File: src/rtl/cw305_crypt_ctrl.sv
// cw305_crypt_ctrl: start/handshake controller sitting between the CW305
// register block and an AES core. A start comes either from the go_i strobe
// or from a rising edge of the synchronized USB trigger. The controller
// snapshots text and key, strobes the core, waits for completion (or aborts
// on timeout), and captures the ciphertext.

module cw305_crypt_ctrl #(
    parameter int pDATA_WIDTH  = 128,
    parameter int pSYNC_STAGES = 2,
    parameter int pTIMEOUT     = 1024
) (
    input  logic                   crypt_clk,
    input  logic                   resetn,
    input  logic                   go_i,
    input  logic                   usb_trigger_i,
    input  logic [pDATA_WIDTH-1:0] textin_i,
    input  logic [pDATA_WIDTH-1:0] key_i,
    output logic                   core_load_o,
    output logic [pDATA_WIDTH-1:0] core_text_o,
    output logic [pDATA_WIDTH-1:0] core_key_o,
    input  logic                   core_done_i,
    input  logic [pDATA_WIDTH-1:0] core_cipher_i,
    output logic [pDATA_WIDTH-1:0] cipherout_o,
    output logic                   busy_o,
    output logic                   trig_o,
    output logic                   timeout_o
);

    localparam int CW = $clog2(pTIMEOUT + 1);

    typedef enum logic [1:0] {
        IDLE = 2'd0,
        LOAD = 2'd1,
        RUN  = 2'd2,
        DONE = 2'd3
    } state_t;

    state_t                  state;
    logic [pSYNC_STAGES-1:0] sync;      // usb_trigger_i synchronizer chain
    logic [pSYNC_STAGES-1:0] sync_vld;  // marks stages holding a post-reset sample
    logic                    sync_prev; // last stage, delayed one cycle
    logic                    armed;     // a genuine low has been seen since reset
    logic                    start_edge;
    logic                    start_evt;
    logic [CW-1:0]           run_cnt;

    // Synchronize the USB trigger and track whether a real low level has been
    // observed, so a trigger held high across reset release cannot fire.
    // NOTE: every clocked register uses <= so all flops sample the values from
    // before the edge; a blocking = here would collapse the synchronizer chain.
    always_ff @(posedge crypt_clk) begin
        if (!resetn) begin
            sync      <= '0;
            sync_vld  <= '0;
            sync_prev <= 1'b0;
            armed     <= 1'b0;
        end else begin
            sync      <= {sync[pSYNC_STAGES-2:0], usb_trigger_i};
            sync_vld  <= {sync_vld[pSYNC_STAGES-2:0], 1'b1};
            sync_prev <= sync[pSYNC_STAGES-1];
            armed     <= armed | (sync_vld[pSYNC_STAGES-1] & ~sync[pSYNC_STAGES-1]);
        end
    end

    // A start edge only counts once the chain has shown a genuine low; go_i and
    // an edge in the same cycle merge into a single start event.
    assign start_edge = armed & sync[pSYNC_STAGES-1] & ~sync_prev;
    assign start_evt  = go_i | start_edge;

    // Control FSM with all outputs registered alongside the state.
    // NOTE: the data registers are cleared on reset so that nothing from a
    // previous session is visible on the core or readback buses after reset.
    always_ff @(posedge crypt_clk) begin
        if (!resetn) begin
            state       <= IDLE;
            run_cnt     <= '0;
            core_load_o <= 1'b0;
            core_text_o <= '0;
            core_key_o  <= '0;
            cipherout_o <= '0;
            busy_o      <= 1'b0;
            trig_o      <= 1'b0;
            timeout_o   <= 1'b0;
        end else begin
            case (state)
                IDLE: begin
                    if (start_evt) begin
                        state       <= LOAD;
                        core_text_o <= textin_i;
                        core_key_o  <= key_i;
                        core_load_o <= 1'b1;
                        busy_o      <= 1'b1;
                        trig_o      <= 1'b1;
                        timeout_o   <= 1'b0;
                    end
                end
                LOAD: begin
                    state       <= RUN;
                    core_load_o <= 1'b0;
                    run_cnt     <= '0;
                end
                RUN: begin
                    if (core_done_i) begin
                        // Completion takes priority over a coincident timeout.
                        state       <= DONE;
                        cipherout_o <= core_cipher_i;
                        trig_o      <= 1'b0;
                    end else if (run_cnt == CW'(pTIMEOUT - 1)) begin
                        state     <= IDLE;
                        busy_o    <= 1'b0;
                        trig_o    <= 1'b0;
                        timeout_o <= 1'b1;
                    end else begin
                        run_cnt <= run_cnt + CW'(1);
                    end
                end
                DONE: begin
                    state  <= IDLE;
                    busy_o <= 1'b0;
                end
                default: begin
                    state       <= IDLE;
                    core_load_o <= 1'b0;
                    busy_o      <= 1'b0;
                    trig_o      <= 1'b0;
                end
            endcase
        end
    end

endmodule

File: config.mk
export PLATFORM = sky130hd
export DESIGN_NAME = cw305_crypt_ctrl
export DESIGN_NICKNAME = d
export VERILOG_FILES = /design/src/rtl/cw305_crypt_ctrl.sv
export SDC_FILE = /design/constraint.sdc
export NUM_CORES = 1
export LEC_CHECK = 0
export CAP_MARGIN = 20
export CORE_AREA = 2 2 304 306
export DETAILED_ROUTE_END_ITERATION = 7
export DIE_AREA = 0 0 306 308
export DONT_BUFFER_PORTS = 1
export MAX_ROUTING_LAYER = met4
export PLACE_DENSITY_LB_ADDON = 0.08
export SLEW_MARGIN = 40
export SYNTH_ARGS = -nofsm -noshare
export SYNTH_HDL_FRONTEND = slang
export SYNTH_SLANG_ARGS = --single-unit
File: constraint.sdc
create_clock -name crypt_clk -period 3.9 [get_ports crypt_clk]
set_input_delay 0.585 -clock crypt_clk [delete_from_list [all_inputs] [get_ports crypt_clk]]
set_output_delay 0.585 -clock crypt_clk [all_outputs]
set_load 0.005 [all_outputs]
==> flow_metrics.tcl, run 1 <==
set metrics [dict create \
    status "finished clean" \
    cp.arrival_ps 2820 \
    drive_gt1_frac 0.0658 \
    synth_top_family_by_area "simple AND/OR/NAND/NOR gates" \
    synth_compound_area_frac 0.151 \
    finalSetupTns_ps 0 \
    synth_cell_types 36 \
    worst_pin_slew_ps 767 \
    p_clk_frac 0.468 \
    startpoint_type "flop" \
    critPathSlowestCell "dfxtp_1" \
    peakVddDrop_mv 0.297 \
    hold_depth 2 \
    drc 0 \
    cts_tree "yes" \
    period_minus_slack_ps 2290 \
    dp_hpwl_mm 46.6 \
    slew_headroom 0.488 \
    die_h_um 308 \
    path_buf_inv 1 \
    cts.path.max_buffers 3 \
    ant_nets 0 \
    cp_max_fo 38 \
    die-area_mm2 0.0942 \
    initial_utilization 0.154 \
    fin_skew_ps 20.7 \
    drv_cap 0 \
    synth.net_count 2176 \
    cpPeakStageDelay_ps 610 \
    io_buffers 0 \
    syn_area_mm2 0.0140 \
    antenna_found_initial 5 \
    min_from "textin_i[9]" \
    path_cells "nor2b_1, and2_4, buf_4, nand2_1, a21oi_1" \
    critPathRequiredTime_ps 4430 \
    hold_viol 0 \
    synth_seq_area_share 0.581 \
    cts_inserted_buffers 53 \
    syn-mean-instance-area_um2 7.85 \
    hold_class "in -> reg" \
    grt_first_pass_wirelength_mm 87.5 \
    dp_cells 2871 \
    ff2ff_path_depth 5 \
    htree_levels 2 \
    fin_cells 2970 \
    design.core.area_mm2 0.0910 \
    fmax_mhz 436 \
    rsz0062_at_grt "false" \
    clockRootBuffer "clkbuf_16" \
    synth_seq_cells 407 \
    r2r-start "state[1]" \
    grt_max_degree 120 \
    synthSimpleGateAreaFrac 0.227 \
    vias 11900 \
    cp_top_family "simple AND/OR/NAND/NOR gates" \
    synth.area.mux_share 0.000714 \
    setup_viol 0 \
    powerDensity_mw_per_mm2 604 \
    p_leak_uw 0.00582 \
    via_per_inst 4.01 \
    num_io_pins 777 \
    drt_pass1_iterations 5 \
    grt_pass1_vias 11600 \
    area_growth_syn_to_layout_pct 22.1 \
    yosysWarnings 0 \
    gr-usage-all-layers 0.130 \
    clk_latency_ps 630 \
    combPwrFrac 0.077 \
    hold_end "core_text_o[9]" \
    cts_num_sinks 407 \
    synthAdderAreaFrac 0.000893 \
    first_iter_violations 592 \
    slew_viol_final 0 \
    synth_xor_area_frac 0 \
    drt_wl_total_mm 63.3 \
    gp_congestion 0.840 \
    gr-total-overflow 0 \
    rows 111 \
    synth_cells 1786 \
    crit_type "reg -> reg" \
    reg2reg_slack_ps 1610 \
    sw_frac_of_total 0.272 \
    wl_per_cell_um 21.3 \
    fin_crit_sh 0.588 \
    seqPwrFrac 0.456 \
    nNetsFinal 2131 \
    power.switching_uw 2820 \
    reg2reg_to "cipherout_o[75]" \
    cp-end-kind "flop" \
    die_x_um 306 \
    clk_pin_slew_ps 60 \
    intPower_uw 7520 \
]
## worst register-to-register path, cell delays in order, from the launching register on
cell and delay (ps):
dfxtp_1 610, nor2b_1 390, and2_4 510, buf_4 450, nand2_1 120, a21oi_1 120
## area by class of cell
cell class,instances,area (µm²)
fill,10200,73900
tap,1186,1480
clock inverter,13,141
sequential,407,8150
inverter,5,31.3
clock buffer,79,1540
multi-input combinational,1240,5370
timing repair buffer,34,370
antenna,6,15.0
## metrics by stage
step                power [µW]  hold slack, ps  setup WS, ps  cell area [µm²]  utilization
finish                   10300            82.4          1610            17100        0.188
global route             10900            31.8          1360            17100        0.188
CTS                      10600            13.7          1450            17100        0.188
detailed placement        5630             420          1460            15400        0.169
global placement          5620             421          1480            15400        0.169
floorplan                 5230             412          2050            14000            -
## state kept, by name, indices dropped and copies added, names as in the netlist
| signal | cells |
|---|---|
| cipherout_o | 128 |
| core_key_o | 128 |
| core_text_o | 128 |
| run_cnt | 11 |
| state | 2 |
| sync | 2 |
| sync_vld | 2 |
| armed | 1 |
| busy_o | 1 |
| core_load_o | 1 |
| sync_prev | 1 |
| timeout_o | 1 |
| trig_o | 1 |
## how the worst max path moves through the flow
stage | start | endpoint | cells after the start | slack [ps]
after floorplan | core_done_i | run_cnt[8] | 4 | 2050
after global placement | run_cnt[0] | run_cnt[7] | 5 | 1480
after detailed placement | state[1] | core_text_o[121] | 5 | 1460
after CTS | state[1] | core_text_o[121] | 5 | 1450
after global routing | state[1] | core_text_o[121] | 5 | 1360
final | state[1] | cipherout_o[75] | 5 | 1610
## cells in the final DEF (no fill, tap or decap), drive strengths merged
| cell | n |
|---|---|
| a21oi | 395 |
| a22oi | 1 |
| a31oi | 3 |
| a32o | 1 |
| and2 | 4 |
| and3 | 4 |
| and3b | 1 |
| buf | 33 |
| bufinv | 2 |
| clkbuf | 79 |
| clkinv | 9 |
| dfxtp | 407 |
| diode | 6 |
| dlygate4sd3 | 1 |
| ha | 1 |
| inv | 7 |
| mux2i | 1 |
| nand2 | 776 |
| nand2b | 1 |
| nand3 | 7 |
| nand4 | 3 |
| nor2 | 10 |
| nor2b | 1 |
| nor3 | 1 |
| nor3b | 1 |
| nor4 | 3 |
| nor4bb | 1 |
| o211ai | 3 |
| o21a | 2 |
| o21ai | 6 |
| o221ai | 1 |
| o22ai | 1 |
| o311ai | 3 |
| or3 | 3 |
| or3b | 1 |
| or4 | 5 |
## repair_timing
item	in CTS	in global routing
gates resized for setup	0	0
setup endpoints to repair	0	0
buffers inserted	0	0
endpoints found under the hold margin	1	0
hold buffers	1	0
## layer usage
| metal | global-route usage | vias to the layer above | wire [µm] |
|---|---|---|---|
| met4 | 0.0398 | 0 | 1480 |
| li1 | - | 5702 | - |
| met5 | - | - | 0 |
| met3 | 0.0471 | 77 | 5270 |
| met2 | 0.237 | 416 | 33900 |
| met1 | 0.130 | 5719 | 22600 |
## cells in the mapped netlist
cell type / instances / area, µm²
o211ai_1: 3 / 22.5
nand3_1: 7 / 35.0
and3b_1: 1 / 8.76
buf_2: 3 / 15.0
or4_1: 5 / 37.5
o311ai_0: 3 / 26.3
nor2_1: 10 / 37.5
buf_6: 1 / 11.3
nor3_1: 1 / 5.00
o21a_1: 2 / 15.0
ha_1: 1 / 12.5
o21ai_0: 5 / 25.0
a21oi_1: 395 / 1980
o221ai_1: 1 / 8.76
or3b_1: 1 / 8.76
o22ai_1: 1 / 6.26
nor4_2: 1 / 12.5
nor2b_1: 1 / 6.26
a32o_1: 1 / 10.0
dfxtp_1: 407 / 8150
nand4_1: 3 / 18.8
nor4bb_1: 1 / 10.0
inv_1: 5 / 18.8
mux2i_1: 1 / 10.0
nor4_1: 2 / 12.5
buf_1: 5 / 18.8
nand2_1: 776 / 2910
clkbuf_1: 125 / 469
and3_1: 4 / 25.0
and2_1: 4 / 25.0
or3_1: 3 / 18.8
nand2b_1: 1 / 6.26
a31oi_1: 3 / 18.8
o21ai_1: 1 / 5.00
a22oi_1: 1 / 7.51
nor3b_1: 1 / 7.51
## power by group through the flow
| stage | Combinational (µW) | Sequential (µW) | Clock, µW |
|---|---|---|---|
| floorplan | 573 | 4660 | 0 |
| global placement | 803 | 4820 | 0 |
| detailed placement | 820 | 4810 | 0 |
| CTS | 822 | 4730 | 5060 |
| global route | 914 | 4740 | 5210 |
| finish | 792 | 4710 | 4840 |
## kinds of logic (layout without fill, tap and decap cells)
| family | count (synthesis) | in the layout |
|---|---|---|
| flops | 407 | 407 |
| mux | 1 | 1 |
| fa+ha+maj | 1 | 1 |
| compound gates | 416 | 416 |
| buf+inv | 139 | 131 |
| simple gates | 822 | 822 |
| other cells | 0 | 6 |
(Power assumes the default switching activity.)
==> run 2: changes to the inputs <==
Clock period 3.9 ns to 1.9 ns, I/O delays scaled along.
==> flow_metrics.tcl, run 2 (same netlist as run 1, synthesis figures left out) <==
set metrics [dict create \
    die-area_mm2 0.0942 \
    hold_viol 0 \
    cp-end-kind "flop" \
    cts_inserted_buffers 51 \
    drive_gt1_frac 0.0721 \
    rows 111 \
    startpoint_type "flop" \
    ff2ff_path_depth 4 \
    design.core.area_mm2 0.0910 \
    cpPeakStageDelay_ps 440 \
    initial_utilization 0.154 \
    path_cells "or3b_1, or4_1, or3_1, a21oi_1" \
    reg_top3 "cipherout_o (128), core_key_o (128), core_text_o (128)" \
    worst_pin_slew_ps 634 \
    hold_depth 3 \
    wl_per_cell_um 19.1 \
    antenna_found_initial 4 \
    grt_first_pass_wirelength_mm 92.2 \
    whs_ps 83.7 \
    setup_viol 0 \
    layout_setup_ws_ps 109 \
    clk_pin_slew_ps 60 \
    die_x_um 306 \
    crit_type "reg -> reg" \
    status "finished clean" \
    p_leak_uw 0.00765 \
    dp_hpwl_mm 48.4 \
    finalSetupTns_ps 0 \
    cp_top_family "simple AND/OR/NAND/NOR gates" \
    cts_num_sinks 407 \
    cts_tree "yes" \
    clockRootBuffer "clkbuf_16" \
    n_fill_cell 10000 \
    gr-total-overflow 0 \
    final_common_cell "nand2_1" \
    drt_pass1_iterations 5 \
    critPathSlowestCell "or4_1" \
    path_buf_inv 0 \
    via_per_inst 3.99 \
    grt_pass1_vias 13700 \
    die_h_um 308 \
    slew_headroom 0.576 \
    cp_max_fo 6 \
    fin_crit_sh 0.943 \
    clk_latency_ps 620 \
    num_io_pins 777 \
    area_growth_syn_to_layout_pct 52.3 \
    drt_wl_total_mm 64.8 \
    worstSetupPathDepth 4 \
    hold_class "in -> reg" \
    cp.arrival_ps 2340 \
    multi_input_area_mm2 0.00537 \
    htree_levels 2 \
    gr-usage-all-layers 0.134 \
    fin_skew_ps 27.9 \
    period_minus_slack_ps 1790 \
    nNetsFinal 2563 \
    ant_nets 0 \
    vias 13600 \
    dp_slack_ps -107 \
    register_area_mm2 0.00815 \
    final_util 0.235 \
    gp_congestion 0.835 \
    cts.path.max_buffers 3 \
    critPathRequiredTime_ps 2450 \
    powerDensity_mw_per_mm2 1000 \
    io_buffers 0 \
    drv_cap 0 \
    slew_viol_final 0 \
    rsz0062_at_grt "false" \
    final_cell_mix "nand2_1 (775), dfxtp_1 (407), a21oi_1 (395)" \
    fmax_mhz 558 \
    peakVddDrop_mv 0.596 \
    drc 0 \
    grt_max_degree 96 \
    first_iter_violations 582 \
]
==> run 2: path summary, 6_finish.rpt <==
check	from	end	slack [ps]
worst min register to register	sync[0]	sync[1]	440
worst min-delay path	core_done_i	cipherout_o[13]	80
worst max register to register	state[1]	run_cnt[8]	110
worst max-delay path	state[1]	run_cnt[8]	110
==> run 2: routing by layer <==
| metal | up-vias | GRT usage | part of all wire |
|---|---|---|---|
| met5 | - | - | 0 |
| met4 | 0 | 0.0562 | 0.039 |
| met3 | 113 | 0.0465 | 0.081 |
| met2 | 471 | 0.236 | 0.52 |
| met1 | 6409 | 0.135 | 0.36 |
| li1 | 6562 | - | - |
==> run 2: per-stage QoR <==
| step | cell area (µm²) | total power (µW) | cells |
|---|---|---|---|
| 2_1_floorplan | 14000 | 10700 | 1786 |
| 3_3_place_gp | 15800 | 11700 | 2911 |
| 3_5_place_dp | 15800 | 11700 | 2912 |
| 4_1_cts | 21300 | 22000 | 3390 |
| 5_1_grt | 21300 | 22600 | 3394 |
| 6_report | 21300 | 21500 | 3394 |
==> run 2: worst register-to-register path, stage by stage, from the launching register on <==
cell	delay (ps)
dfxtp_1	410
or3b_1	400
or4_1	450
or3_1	320
a21oi_1	140
==> run 2: power by group <==
| group | switching, µW | internal, µW | total, µW |
|---|---|---|---|
| clock network | 3930 | 5340 | 9260 |
| registers | 573 | 9090 | 9660 |
| logic | 1360 | 1160 | 2530 |
| total | 5860 | 15600 | 21500 |
==> run 2: repair_timing <==
action,4_1_cts,5_1_grt
resized for setup,1,3
pin swaps,0,0
hold buffers,389,0
buffers inserted,4,1
endpoints found under the hold margin,407,0
setup endpoints to repair,37,8
==> run 2: final cells by class <==
class / instances / share of cell area
Tap cell: 1186 / 0.0695
Inverter: 5 / 0.00123
Timing Repair Buffer: 468 / 0.223
Clock inverter: 10 / 0.00346
Sequential cell: 407 / 0.382
Antenna cell: 3 / 0.000352
Clock buffer: 75 / 0.0692
Multi-Input combinational cell: 1240 / 0.252
==> run 3: changes to the inputs <==
Clock period 1.9 ns to 1.5 ns, I/O delays scaled along.
==> flow_metrics.tcl, run 3 (same netlist as run 1, synthesis figures left out) <==
set metrics [dict create \
    status "finished, violations left" \
    violations "setup timing" \
    ant_nets 0 \
    powerDensity_mw_per_mm2 1160 \
    layout_setup_ws_ps -231 \
    drc 0 \
    cp.arrival_ps 2280 \
    period_minus_slack_ps 1730 \
    cp_max_fo 6 \
    slew_headroom 0.481 \
    path_buf_inv 1 \
    num_io_pins 777 \
    cpPeakStageDelay_ps 710 \
    cp_top_family "simple AND/OR/NAND/NOR gates" \
    rsz0062_at_grt "true" \
    grt_pass1_vias 14200 \
    clk_pin_slew_ps 60 \
    vias 14400 \
    gr-total-overflow 0 \
    p_leak_uw 0.00995 \
    final_common_cell "nand2_1" \
    cts_inserted_buffers 52 \
    drt_pass1_iterations 4 \
    fin_crit_sh 1.15 \
    grt_first_pass_wirelength_mm 99.6 \
    design.core.area_mm2 0.0910 \
    cp-end-kind "flop" \
    finalPower_uw 30400 \
    hold_viol 0 \
    finalInstanceArea_mm2 0.0262 \
    fmax_mhz 578 \
    slew_viol_final 0 \
    rows 111 \
    grt_max_degree 75 \
    cts_num_sinks 407 \
    io_buffers 0 \
    die-area_mm2 0.0942 \
    area_growth_syn_to_layout_pct 87.2 \
    whs_ps 135 \
    dp_cells 2938 \
    clockRootBuffer "clkbuf_16" \
    cts_tree "yes" \
    dp_slack_ps -248 \
    setup_viol 360 \
    dp_hpwl_mm 48.9 \
    worst_pin_slew_ps 776 \
    drv_cap 0 \
    critPathRequiredTime_ps 2050 \
    initial_utilization 0.154 \
    via_per_inst 4.09 \
    nNetsFinal 2682 \
    die_x_um 306 \
    path_cells "dlygate4sd3_1, or3b_4, or4_4, or3_1, a21oi_2" \
    htree_levels 2 \
    cts.path.max_buffers 3 \
    gr-usage-all-layers 0.146 \
    clk_latency_ps 610 \
    reg_top3 "cipherout_o (128), core_key_o (128), core_text_o (128)" \
    hold_class "in -> reg" \
    drive_gt1_frac 0.314 \
    final_cell_mix "nand2_1 (528), dfxtp_1 (397), dlygate4sd3_1 (389)" \
    die_h_um 308 \
    fin_cells 3522 \
    drt_wl_total_mm 74.9 \
    wl_per_cell_um 21.3 \
    antenna_found_initial 5 \
    first_iter_violations 680 \
    gp_congestion 0.781 \
    crit_type "in -> reg" \
    n_fill_cell 9665 \
    startpoint_type "primary input" \
    peakVddDrop_mv 0.680 \
    dpl-instance-area_mm2 0.0162 \
    critPathSlowestCell "dlygate4sd3_1" \
    fin_skew_ps 33.2 \
]
==> run 3: changes by cell type in the layout (fill, tap and decap cells not counted), sizes merged <==
cell | before | now
clkinv | 6 | 8
bufinv | 0 | 1
diode | 3 | 5
clkbuf | 75 | 101
buf | 79 | 176
==> run 3: per-layer routing <==
layer	share of wire	up-vias	GRT usage
li1	-	6845	-
met1	0.39	6983	0.158
met2	0.51	480	0.255
met3	0.080	89	0.0489
met4	0.023	0	0.0391
met5	0	-	-
==> run 3: repair_timing <==
action | 4_1_cts | 5_1_grt
gates resized for setup | 170 | 592
buffers inserted | 34 | 20
hold buffers | 389 | 0
hold endpoints to repair | 399 | 0
pin swaps | 50 | 206
gates cloned | 30 | 24
endpoints found under the setup margin | 397 | 386
==> run 3: report_power, final <==
group          switching [µW]  internal, µW
registers                 764         11500
logic                    2910          3070
clock network            5160          6950
==> run 3: layout make-up <==
class                           instances  area (µm²)  share of cell area
Tap cell                             1186        1480              0.0566
Sequential cell                       407        8160               0.311
Multi-Input combinational cell       1240        7630               0.291
Clock buffer                           80        1480              0.0563
Antenna cell                            5        12.5            0.000477
Clock inverter                         13         139             0.00529
Timing Repair Buffer                  586        7300               0.278
Inverter                                5        26.3             0.00100
==> run 3: path summary, 6_finish.rpt <==
| kind | startpoint | endpoint | slack [ps] | cells past startpoint |
|---|---|---|---|---|
| setup / recovery | core_done_i | run_cnt[8] | -230 | 5 |
| hold / removal | core_done_i | cipherout_o[23] | 130 | 4 |
| setup reg to reg | armed | core_key_o[115] | -210 | 9 |
| hold reg to reg | sync_vld[0] | sync_vld[1] | 440 | 1 |
==> run 3: worst reg2reg max path: cells and delay by family, from the launching register on <==
family | cells | cell delay (ps)
buf+inv | 5 | 650
simple gates | 2 | 330
flops | 1 | 310
compound gates | 2 | 300
==> run 3: metrics by stage <==
| step | utilization | TNS (ps) |
|---|---|---|
| floorplan | - | -353 |
| global placement | 0.178 | -35710 |
| detailed placement | 0.178 | -35940 |
| CTS | 0.259 | -35390 |
| global route | 0.288 | -60350 |
| finish | 0.288 | -34670 |
